### src/rtl/axicb_rd_order_ctrl.sv
// AR-path read-ordering controller: stalls same-ID reads toward a different slave until retired.
// Optional AXICB_RD_ORDER_CHECK_EN builds the unmatched R-last detector driving o_err.
module axicb_rd_order_ctrl #(
    parameter int AXI_ID_W = 8,
    parameter int SLV_NB   = 4,
    parameter int TRACK_NB = 4,
    parameter int CNT_W    = 4
) (
    input  logic                aclk,
    input  logic                srst,
    input  logic                i_arvalid,
    output logic                i_arready,
    input  logic [AXI_ID_W-1:0] i_arid,
    input  logic [SLV_NB-1:0]   i_artgt,
    output logic                o_arvalid,
    input  logic                o_arready,
    input  logic                i_rvalid,
    input  logic                i_rready,
    input  logic                i_rlast,
    input  logic [AXI_ID_W-1:0] i_rid,
    output logic                o_busy,
    output logic                o_full,
    output logic                o_err
);

    localparam logic [CNT_W-1:0] CNT_MAX = '1;
    localparam logic [CNT_W-1:0] CNT_ONE = CNT_W'(1);

    logic [TRACK_NB-1:0] ent_vld, ent_vld_nxt;
    logic [AXI_ID_W-1:0] ent_id     [TRACK_NB];
    logic [AXI_ID_W-1:0] ent_id_nxt [TRACK_NB];
    logic [SLV_NB-1:0]   ent_tgt    [TRACK_NB];
    logic [SLV_NB-1:0]   ent_tgt_nxt[TRACK_NB];
    logic [CNT_W-1:0]    ent_cnt    [TRACK_NB];
    logic [CNT_W-1:0]    ent_cnt_nxt[TRACK_NB];

    logic [TRACK_NB-1:0] hit_vec, rmatch_vec, free_sel;
    logic                free_found, hit, allow, ar_hs, r_ret;
    logic [SLV_NB-1:0]   hit_tgt;
    logic [CNT_W-1:0]    hit_cnt;

    always_comb begin
        hit_vec    = '0;
        rmatch_vec = '0;
        free_sel   = '0;
        free_found = 1'b0;
        hit_tgt    = '0;
        hit_cnt    = '0;
        for (int i = 0; i < TRACK_NB; i++) begin
            hit_vec[i]    = ent_vld[i] && (ent_id[i] == i_arid);
            rmatch_vec[i] = ent_vld[i] && (ent_id[i] == i_rid);
            if (hit_vec[i]) begin
                hit_tgt = hit_tgt | ent_tgt[i];
                hit_cnt = hit_cnt | ent_cnt[i];
            end
            // Lowest-index free slot, judged on current valids so a slot freed this cycle is skipped.
            if (!ent_vld[i] && !free_found) begin
                free_sel[i] = 1'b1;
                free_found  = 1'b1;
            end
        end
    end

    assign hit   = |hit_vec;
    assign allow = hit ? ((hit_tgt == i_artgt) && (hit_cnt != CNT_MAX)) : free_found;

    assign o_arvalid = i_arvalid & allow & ~srst;
    assign i_arready = o_arready & allow & ~srst;

    assign ar_hs = o_arvalid & o_arready;
    assign r_ret = i_rvalid & i_rready & i_rlast;

    always_comb begin
        ent_vld_nxt = ent_vld;
        for (int i = 0; i < TRACK_NB; i++) begin
            ent_id_nxt[i]  = ent_id[i];
            ent_tgt_nxt[i] = ent_tgt[i];
            ent_cnt_nxt[i] = ent_cnt[i];
            if (ar_hs && !hit && free_sel[i]) begin
                ent_vld_nxt[i] = 1'b1;
                ent_id_nxt[i]  = i_arid;
                ent_tgt_nxt[i] = i_artgt;
                ent_cnt_nxt[i] = CNT_ONE;
            end else if (ar_hs && hit_vec[i] && r_ret && rmatch_vec[i]) begin
                ent_cnt_nxt[i] = ent_cnt[i];
            end else if (ar_hs && hit_vec[i]) begin
                ent_cnt_nxt[i] = ent_cnt[i] + CNT_ONE;
            end else if (r_ret && rmatch_vec[i]) begin
                ent_cnt_nxt[i] = ent_cnt[i] - CNT_ONE;
                if (ent_cnt[i] == CNT_ONE) begin
                    ent_vld_nxt[i] = 1'b0;
                end
            end
        end
    end

    always_ff @(posedge aclk) begin
        if (srst) begin
            ent_vld <= '0;
            o_busy  <= 1'b0;
            o_full  <= 1'b0;
            for (int i = 0; i < TRACK_NB; i++) begin
                ent_id[i]  <= '0;
                ent_tgt[i] <= '0;
                ent_cnt[i] <= '0;
            end
        end else begin
            ent_vld <= ent_vld_nxt;
            o_busy  <= |ent_vld_nxt;
            o_full  <= &ent_vld_nxt;
            for (int i = 0; i < TRACK_NB; i++) begin
                ent_id[i]  <= ent_id_nxt[i];
                ent_tgt[i] <= ent_tgt_nxt[i];
                ent_cnt[i] <= ent_cnt_nxt[i];
            end
        end
    end

`ifdef AXICB_RD_ORDER_CHECK_EN
    logic err_q;

    always_ff @(posedge aclk) begin
        if (srst) begin
            err_q <= 1'b0;
        end else begin
            err_q <= r_ret && !(|rmatch_vec);
        end
    end

    assign o_err = err_q;
`else
    assign o_err = 1'b0;
`endif

endmodule

### config.mk
export PLATFORM = sky130hd
export DESIGN_NAME = axicb_rd_order_ctrl
export DESIGN_NICKNAME = d
export VERILOG_FILES = /design/src/rtl/axicb_rd_order_ctrl.sv
export SDC_FILE = /design/constraint.sdc
export NUM_CORES = 1
export LEC_CHECK = 0
export ABC_AREA = 1
export CORE_UTILIZATION = 40
export CTS_CLUSTER_SIZE = 12
export DETAILED_ROUTE_END_ITERATION = 8
export GPL_ROUTABILITY_DRIVEN = 0
export REMOVE_ABC_BUFFERS = 1
export SKIP_LAST_GASP = 1
export SLEW_MARGIN = 40
export SYNTH_ARGS = -nofsm -noshare
export SYNTH_HDL_FRONTEND = slang
export SYNTH_SLANG_ARGS = --single-unit
### constraint.sdc
create_clock -name aclk -period 3.2 [get_ports aclk]
set_input_delay 0.48 -clock aclk [delete_from_list [all_inputs] [get_ports aclk]]
set_output_delay 0.48 -clock aclk [all_outputs]
set_load 0.02 [all_outputs]
==> impl_metrics.env, run 1 <==
export IMPL_synth_warnings=0
export IMPL_synthTopCellsByArea="dfxtp_1, nand2_1, nand3_1"
export IMPL_core_um2=12100
export IMPL_placed_cell_area_um2=6130
export IMPL_num_vias=5819
export IMPL_ios=32
export IMPL_synth_top_area_frac=0.279
export IMPL_synth_edff_count=0
export IMPL_post_drt_wl_per_cell_um=15.7
export IMPL_p_leak_nw=2.99
export IMPL_slowest_delay_ns=0.32
export IMPL_grt_max_degree=37
export IMPL_synth_distinct_cells=45
export IMPL_worst_pin_slew_ns=0.654
export IMPL_synth_common_cells="nand2_1, nor2_1, inv_1"
export IMPL_finalClockSkew_ns=0.00752
export IMPL_drive_gt1_frac=0.186
export IMPL_numCtsBuffers=9
export IMPL_routed_wl_um=17000
export IMPL_dieArea_um2=13000
export IMPL_die_h_um=114
export IMPL_crit_fanout=8
export IMPL_synth_main_ff_cell="dfxtp_1"
export IMPL_netlist_area_um2=5020
export IMPL_cp_end_kind="output pin"
export IMPL_cts_sinks=70
export IMPL_worstSkewPairLatency_ns=0.35
export IMPL_start_util=0.414
export IMPL_start_kind="input pin"
export IMPL_crit_path_top_delay_cell="dlygate4sd2_1"
export IMPL_first_global_vias=5433
export IMPL_critPathMostFrequentCell="nand2_1"
export IMPL_cts_tree="built"
export IMPL_firstDrtPassIters=6
export IMPL_critical_path_startpoint="i_arid[7]"
export IMPL_grt_overflow_total=0
export IMPL_die_w_um=114
export IMPL_finalMaxSlewViolations=0
export IMPL_vias_per_cell=5.35
export IMPL_netlist_instances=803
export IMPL_pwr_density_cell_nw_per_um2=365
export IMPL_ctsLongestPathBuffers=2
export IMPL_rows=40
export IMPL_cap_violations=0
export IMPL_report_power_total_mw=2.39
export IMPL_cts_htree_levels=3
export IMPL_setup_viol=0
export IMPL_antenna_found_initial=0
export IMPL_num_antenna_cells=0
export IMPL_synth_most_common_cell="nand2_1"
export IMPL_crit_chain="dlygate4sd2_1 -> buf_4 -> nand2_1 -> nand4_1 -> nor2_4 -> nand3_2 -> nand2_1 -> nor2_1 -> nand2_1 -> nand2_1 -> nor2_1 -> nand3_1 -> nand2_2 -> nand3_4 -> nor2_4 -> buf_6"
export IMPL_finalHoldViolations=0
export IMPL_fin_crit_ns=3.08
export IMPL_reg2reg_from="ent_id[1][4]"
export IMPL_final_util=0.540
export IMPL_dp_hpwl_um=13400
export IMPL_hold_path_startpoint="ent_tgt[2][0]"
export IMPL_async_reset_ff_frac=0
export IMPL_synth_seq_area_share=0.279
export IMPL_grt_total_usage=0.274
export IMPL_crit_type="input pin to output pin"
export IMPL_max_slew_margin=0.563
export IMPL_required_ns=2.72
export IMPL_design_area_um2=6540
export IMPL_drt_initial_drc_count=476
export IMPL_fmax_mhz=325
export IMPL_timing_hold_ws_ns=0.458
export IMPL_drc=0
export IMPL_yosysTopAreaCell="dfxtp_1"
export IMPL_period_share=0.962
export IMPL_ir_drop_uv=284
export IMPL_status="finished, final reports clean"
export IMPL_synth_avg_cell_area_um2=6.25
export IMPL_io_buffers=30
export IMPL_syn_to_final_growth_pct=30.3
export IMPL_clock_root_buffer="clkbuf_16"
export IMPL_clk_pin_slew_ns=0.06
export IMPL_ant_nets=0
export IMPL_grt_pass1_wl_um=27200
export IMPL_ys_seq_elements=70
export IMPL_num_nets_final=954
export IMPL_crit_arrival_ns=2.60
export IMPL_hp_class="flip-flop to flip-flop"
==> report_power, final <==
group	total (mW)	internal, mW	switching, mW
Clock	1.11	0.702	0.407
Combinational	0.362	0.156	0.206
Sequential	0.917	0.891	0.0257
Total	2.39	1.75	0.639
==> cells by family (layout without fill, tap and decap cells) <==
family          count (synthesis)  after routing  synth area share
flops                          70             70             0.279
fa+ha+maj                      12             12            0.0299
buf+inv                       127            244             0.111
simple gates                  425            425             0.375
other cells                     1              1          0.000747
xor+xnor                       18             18            0.0344
compound gates                150            150             0.169
==> per-stage QoR <==
step,setup slack (ns),cells,setup TNS [ns]
2_1_floorplan,0.227,775,0
3_3_place_gp,-0.570,1072,-19.04
3_5_place_dp,-0.592,1072,-21.11
4_1_cts,0.0120,1088,0
5_1_grt,-0.0360,1088,-0.0668
6_report,0.123,1088,0
==> cell type report <==
type / count / area (µm²)
fill: 1247 / 5570
multi-input combinational: 606 / 3150
sequential: 70 / 1400
timing repair buffer: 129 / 1090
inverter: 99 / 372
clock buffer: 12 / 246
tap: 168 / 210
clock inverter: 4 / 70.1
==> state kept, by name (all words and copies together), names as in the netlist <==
register	cells
ent_id	32
ent_cnt	16
ent_tgt	16
ent_vld	4
o_busy	1
o_full	1
==> repair_timing <==
action	CTS	global route
pin swaps	2	14
resized for setup	17	31
endpoints found under the setup margin	2	49
buffers inserted	0	0
hold buffers	0	0
==> routing by layer <==
| metal | vias up | routed length (µm) | part of all wire | track usage |
|---|---|---|---|---|
| met5 | - | 0 | 0 | 0 |
| met4 | 0 | 420 | 0.025 | 0.113 |
| met3 | 38 | 1250 | 0.073 | 0.0404 |
| met2 | 246 | 7570 | 0.44 | 0.434 |
| met1 | 2679 | 7810 | 0.46 | 0.373 |
| li1 | 2856 | - | - | - |
==> critical path, delay by kind of cell <==
family | cells | cell delay [ns]
and+or+nand+nor | 13 | 1.48
buffers and inverters | 3 | 0.63
==> final timing paths <==
check	endpoint	slack, ns	cells past startpoint
worst max register to register	ent_cnt[1][1]	0.34	20
worst min-delay path	ent_tgt[2][0]	0.46	2
worst min register to register	ent_tgt[2][0]	0.46	2
worst max-delay path	i_arready	0.12	16
==> placed cells by master (no fill, tap or decap), drive strengths merged, types with 10 or more instances in the layout <==
cell type	n
nor2	104
inv	99
ha	12
nand4	15
clkbuf	14
buf	101
o21ai	59
nor3	10
dfxtp	70
clkdlybuf4s50	20
nand2	204
nand3	82
a21oi	60
No activity file was read; power rests on OpenSTA's default activity.
==> inputs of run 2 (changes only) <==
--- a/config.mk
+++ b/config.mk
@@ -7,7 +7,7 @@
 export LEC_CHECK = 0
 export ABC_AREA = 1
 export CORE_UTILIZATION = 40
-export CTS_CLUSTER_SIZE = 12
+export CTS_CLUSTER_SIZE = 14
 export DETAILED_ROUTE_END_ITERATION = 8
 export GPL_ROUTABILITY_DRIVEN = 0
 export REMOVE_ABC_BUFFERS = 1
==> results of run 2 <==
Same layout as run 1: the final DEF is identical, and so are final timing and power.
==> inputs of run 3 (changes only) <==
--- a/config.mk
+++ b/config.mk
@@ -6,11 +6,12 @@
 export NUM_CORES = 1
 export LEC_CHECK = 0
 export ABC_AREA = 1
-export CORE_UTILIZATION = 40
+export CORE_UTILIZATION = 30
 export CTS_CLUSTER_SIZE = 14
 export DETAILED_ROUTE_END_ITERATION = 8
 export GPL_ROUTABILITY_DRIVEN = 0
 export REMOVE_ABC_BUFFERS = 1
+export SETUP_SLACK_MARGIN = 0.1
 export SKIP_LAST_GASP = 1
 export SLEW_MARGIN = 40
 export SYNTH_ARGS = -nofsm -noshare
==> run 3 against run 2 <==
Compared with the run above:
- worst setup slack improved by 0.14 ns
- flip-flop and latch count did not move
- worst hold slack got worse by 0.0028 ns
- largest cell class unchanged
==> impl_metrics.env, run 3 (synthesis gave the netlist of run 1 again) <==
export IMPL_grt_max_degree=49
export IMPL_syn_to_final_growth_pct=30.9
export IMPL_finalClockSkew_ns=0.00506
export IMPL_firstDrtPassIters=7
export IMPL_hp_class="flip-flop to flip-flop"
export IMPL_post_drt_wl_per_cell_um=15.1
export IMPL_vias_per_cell=4.92
export IMPL_rsz0062_at_grt="no"
export IMPL_finalMaxSlewViolations=0
export IMPL_largest_reg_flops=32
export IMPL_p_leak_nw=2.93
export IMPL_io_buffers=30
export IMPL_die_h_um=131
export IMPL_cap_violations=0
export IMPL_placed_cell_area_um2=6110
export IMPL_max_slew_margin=0.474
export IMPL_final_cells=1130
export IMPL_start_util=0.311
export IMPL_num_vias=5565
export IMPL_placed_cells=1112
export IMPL_design_area_um2=6570
export IMPL_setup_viol=0
export IMPL_rows=46
export IMPL_crit_arrival_ns=2.46
export IMPL_grt_total_usage=0.199
export IMPL_ir_drop_uv=248
export IMPL_critPathMostFrequentCell="nand2_2"
export IMPL_cp_end_kind="output pin"
export IMPL_finalWorstSetupSlack_ns=0.261
export IMPL_nFillCells=1715
export IMPL_clk_pin_slew_ns=0.06
export IMPL_drt_initial_drc_count=425
export IMPL_dp_hpwl_um=13200
export IMPL_final_util=0.407
export IMPL_numCtsBuffers=9
export IMPL_num_antenna_cells=0
export IMPL_drc=0
export IMPL_drive_gt1_frac=0.194
export IMPL_ant_nets=0
export IMPL_crit_chain="dlygate4sd2_1 -> buf_6 -> nand2_2 -> nand2_2 -> nor2_4 -> nand2_2 -> nor2_4 -> nand2_4 -> o21ai_2 -> nor2_1 -> nand2_1 -> nand2_1 -> nor2_2 -> nand3_2 -> nand2_2 -> nand3_2 -> nor2_1 -> buf_4"
export IMPL_status="finished, final reports clean"
export IMPL_required_ns=2.72
export IMPL_routed_wl_um=17000
export IMPL_start_kind="input pin"
export IMPL_crit_fanout=8
export IMPL_die_w_um=131
export IMPL_slowest_delay_ns=0.26
export IMPL_pwr_density_cell_nw_per_um2=360
export IMPL_ios=32
export IMPL_mostFrequentLayoutCells="nand2_1, nor2_1, inv_1"
export IMPL_num_nets_final=948
export IMPL_antenna_found_initial=0
export IMPL_cts_tree="built"
export IMPL_dieArea_um2=17200
export IMPL_cts_htree_levels=3
export IMPL_grt_pass1_wl_um=26800
export IMPL_dp_slack_ns=-0.530
export IMPL_finalHoldViolations=0
export IMPL_max_flop_register="ent_id"
export IMPL_grt_overflow_total=0
export IMPL_fin_crit_ns=2.94
export IMPL_fin_setup_tns_ns=0
export IMPL_reg_top3="ent_id x32, ent_cnt x16, ent_tgt x16"
export IMPL_worst_pin_slew_ns=0.782
export IMPL_ctsLongestPathBuffers=2
export IMPL_crit_type="input pin to output pin"
export IMPL_period_share=0.919
export IMPL_final_common_cell="nand2_1"
export IMPL_worstSkewPairLatency_ns=0.35
export IMPL_clock_root_buffer="clkbuf_16"
export IMPL_core_um2=16100
export IMPL_fmax_mhz=340
export IMPL_first_global_vias=5050
export IMPL_crit_path_top_delay_cell="dlygate4sd2_1"
export IMPL_cts_sinks=70
[run 3: worst paths after layout]
check	from	endpoint	slack [ns]	cells after the start
setup / recovery	i_arid[1]	i_arready	0.26	18
hold / removal	ent_tgt[2][0]	ent_tgt[2][0]	0.45	2
setup reg to reg	ent_id[0][3]	o_busy	0.32	21
hold reg to reg	ent_tgt[2][0]	ent_tgt[2][0]	0.45	2
[run 3: where the power goes]
group	internal [mW]	leakage (nW)	total [mW]	switching (mW)
sequential	0.891	0.568	0.917	0.0256
clock	0.681	0.152	1.10	0.415
combinational	0.149	2.21	0.353	0.204
[run 3: repair_timing]
item / CTS / global route
resized for setup: 29 / 41
hold endpoints to repair: 0 / 0
pin swaps: 4 / 21
setup buffers: 1 / 1
setup endpoints to repair: 21 / 56
hold buffers: 0 / 0
[run 3: cell type report]
cell class,instances,area (µm²),area share
Multi-Input combinational cell,606,3180,0.485
Sequential cell,70,1410,0.214
Timing Repair Buffer,123,1020,0.155
Inverter,99,372,0.0566
Tap cell,216,270,0.0412
Clock buffer,10,229,0.0349
Clock inverter,6,86.3,0.0131
[run 3: critical path: cells and delay by family]
kind	cells	cell delay, ns
buf+inv	3	0.55
compound gates	1	0.15
simple gates	14	1.24
[run 3: per-stage QoR]
| step | power (mW) | hold WS [ns] |
|---|---|---|
| 2_1_floorplan | 1.10 | 0.426 |
| 3_3_place_gp | 1.27 | 0.438 |
| 3_5_place_dp | 1.27 | 0.446 |
| 4_1_cts | 2.36 | 0.455 |
| 5_1_grt | 2.46 | 0.475 |
| 6_report | 2.37 | 0.455 |
[run 3: routing by layer]
| layer | track usage | wire (µm) | vias to the layer above |
|---|---|---|---|
| met5 | 0 | 0 | - |
| met4 | 0.0904 | 528 | 0 |
| met3 | 0.0282 | 995 | 34 |
| met2 | 0.315 | 7680 | 171 |
| met1 | 0.267 | 7810 | 2518 |
| li1 | - | - | 2842 |
==> variant: new RTL, flow settings as in run 3 <==
Set the parameter `SLV_NB` to 3 (it was 4).
--- a/src/rtl/axicb_rd_order_ctrl.sv
+++ b/src/rtl/axicb_rd_order_ctrl.sv
@@ -2,7 +2,7 @@
 // Optional AXICB_RD_ORDER_CHECK_EN builds the unmatched R-last detector driving o_err.
 module axicb_rd_order_ctrl #(
     parameter int AXI_ID_W = 8,
-    parameter int SLV_NB   = 4,
+    parameter int SLV_NB   = 3,
     parameter int TRACK_NB = 4,
     parameter int CNT_W    = 4
 ) (
Ports: changed (resized i_artgt); port bits go from 32 to 31. The function was not compared with the original's and may differ.
==> variant against run 3 <==
  * Setup slack better by 0.089 ns
  * Synthesized cell count down 3.2%
  * Count of clock-buffer cells in the layout up 2
  * Routed wire length down 7.4%
  * Synthesized area down 3.3%
  * Worst hold slack better by 0.012 ns
  * First-iteration DRC count down 6.6%
  * Highest routed layer unchanged
  * Power down 0.48%
  * Largest cell class unchanged
  * Design area down 1.3%
  * Sequential power down 6.5%
  * Sequential cell count down 4
  * Largest power group unchanged
  * Critical path type unchanged
==> variant: results (changes against run 3) <==
Status: complete, no violations
Worst Hold Launch: ent_tgt[2][2]
WHS: 0.467 ns (+0.0118 ns)
Layout cells sized above 1: 19.1% (-0.24 points)
Fill cells: 1663 (-3.0%)
Synth Instances: 777 (-3.2%)
Layout Nets: 927 (-2.2%)
Placed wire-length estimate: 12400 um (-6.3%)
Xor/xnor cell area share of the yosys netlist: 3.20% (-0.24 points)
Pre-antenna DRT Iters: 5 (-2)
Worst R2R Start: ent_id[1][1]
First-pass GRT wire length: 25300 um (-5.6%)
Via count: 5401 (-2.9%)
Compound-gate portion of the synthesized area: 15.5% (-1.4 points)
Yosys cell types: 41 (-8.9%)
Period utilization: 89.1% (-2.8 points)
Worst reg2reg setup slack: 0.41 ns (+0.09 ns)
Post-CTS setup buffers: 0 (-1)
Post-synth top area share: 27.2% (-0.70 points)
Post-synth top cells: nand2_1 (180), nor2_1 (88), inv_1 (87), nand3_1 (83), dfxtp_1 (66)
Vias in the first global route: 4966 (-1.7%)
Max VDD drop: 0.248 mV (about the same)
Largest net degree at the start of global routing: 26 (-47%)
Wl on met1: 7140 um (-8.6%)
Skew final: 0.0101 ns (+0.00500 ns)
variant: cell types whose count changed in the layout (fill, tap and decap cells not counted), moves of 4 or more:
cell                   run 3  this run
clkbuf_2                   5         1
buf_4                     84        90
o21ai_0                   49        32
nand2_1                  191       176
dlymetal6s2s_1             1         5
o21ai_1                    9        22
nor4_1                     4        10
nand3_1                   71        82
nor2_1                    93        86
buf_12                     2         6
xnor2_1                    5         1
buf_6                      8         3
variant: report_power, final:
part | switching [mW] | leakage [nW] | total [mW] | internal (mW)
combinational | 0.199 | 2.25 | 0.360 | 0.160
clock | 0.393 | 0.165 | 1.14 | 0.745
sequential | 0.0183 | 0.534 | 0.857 | 0.839
total | 0.610 | 2.95 | 2.35 | 1.74
variant: area by class of cell:
class                   count  area (um2)  share of cell area (%)
well taps                 216         270                    4.17
multi-input cells         586        3050                    47.0
clock buffers              12         267                    4.11
repair buffers            129        1140                    17.6
inverters                  97         364                    5.62
clock inverters             4        72.6                    1.12
flip-flops and latches     66        1320                    20.4
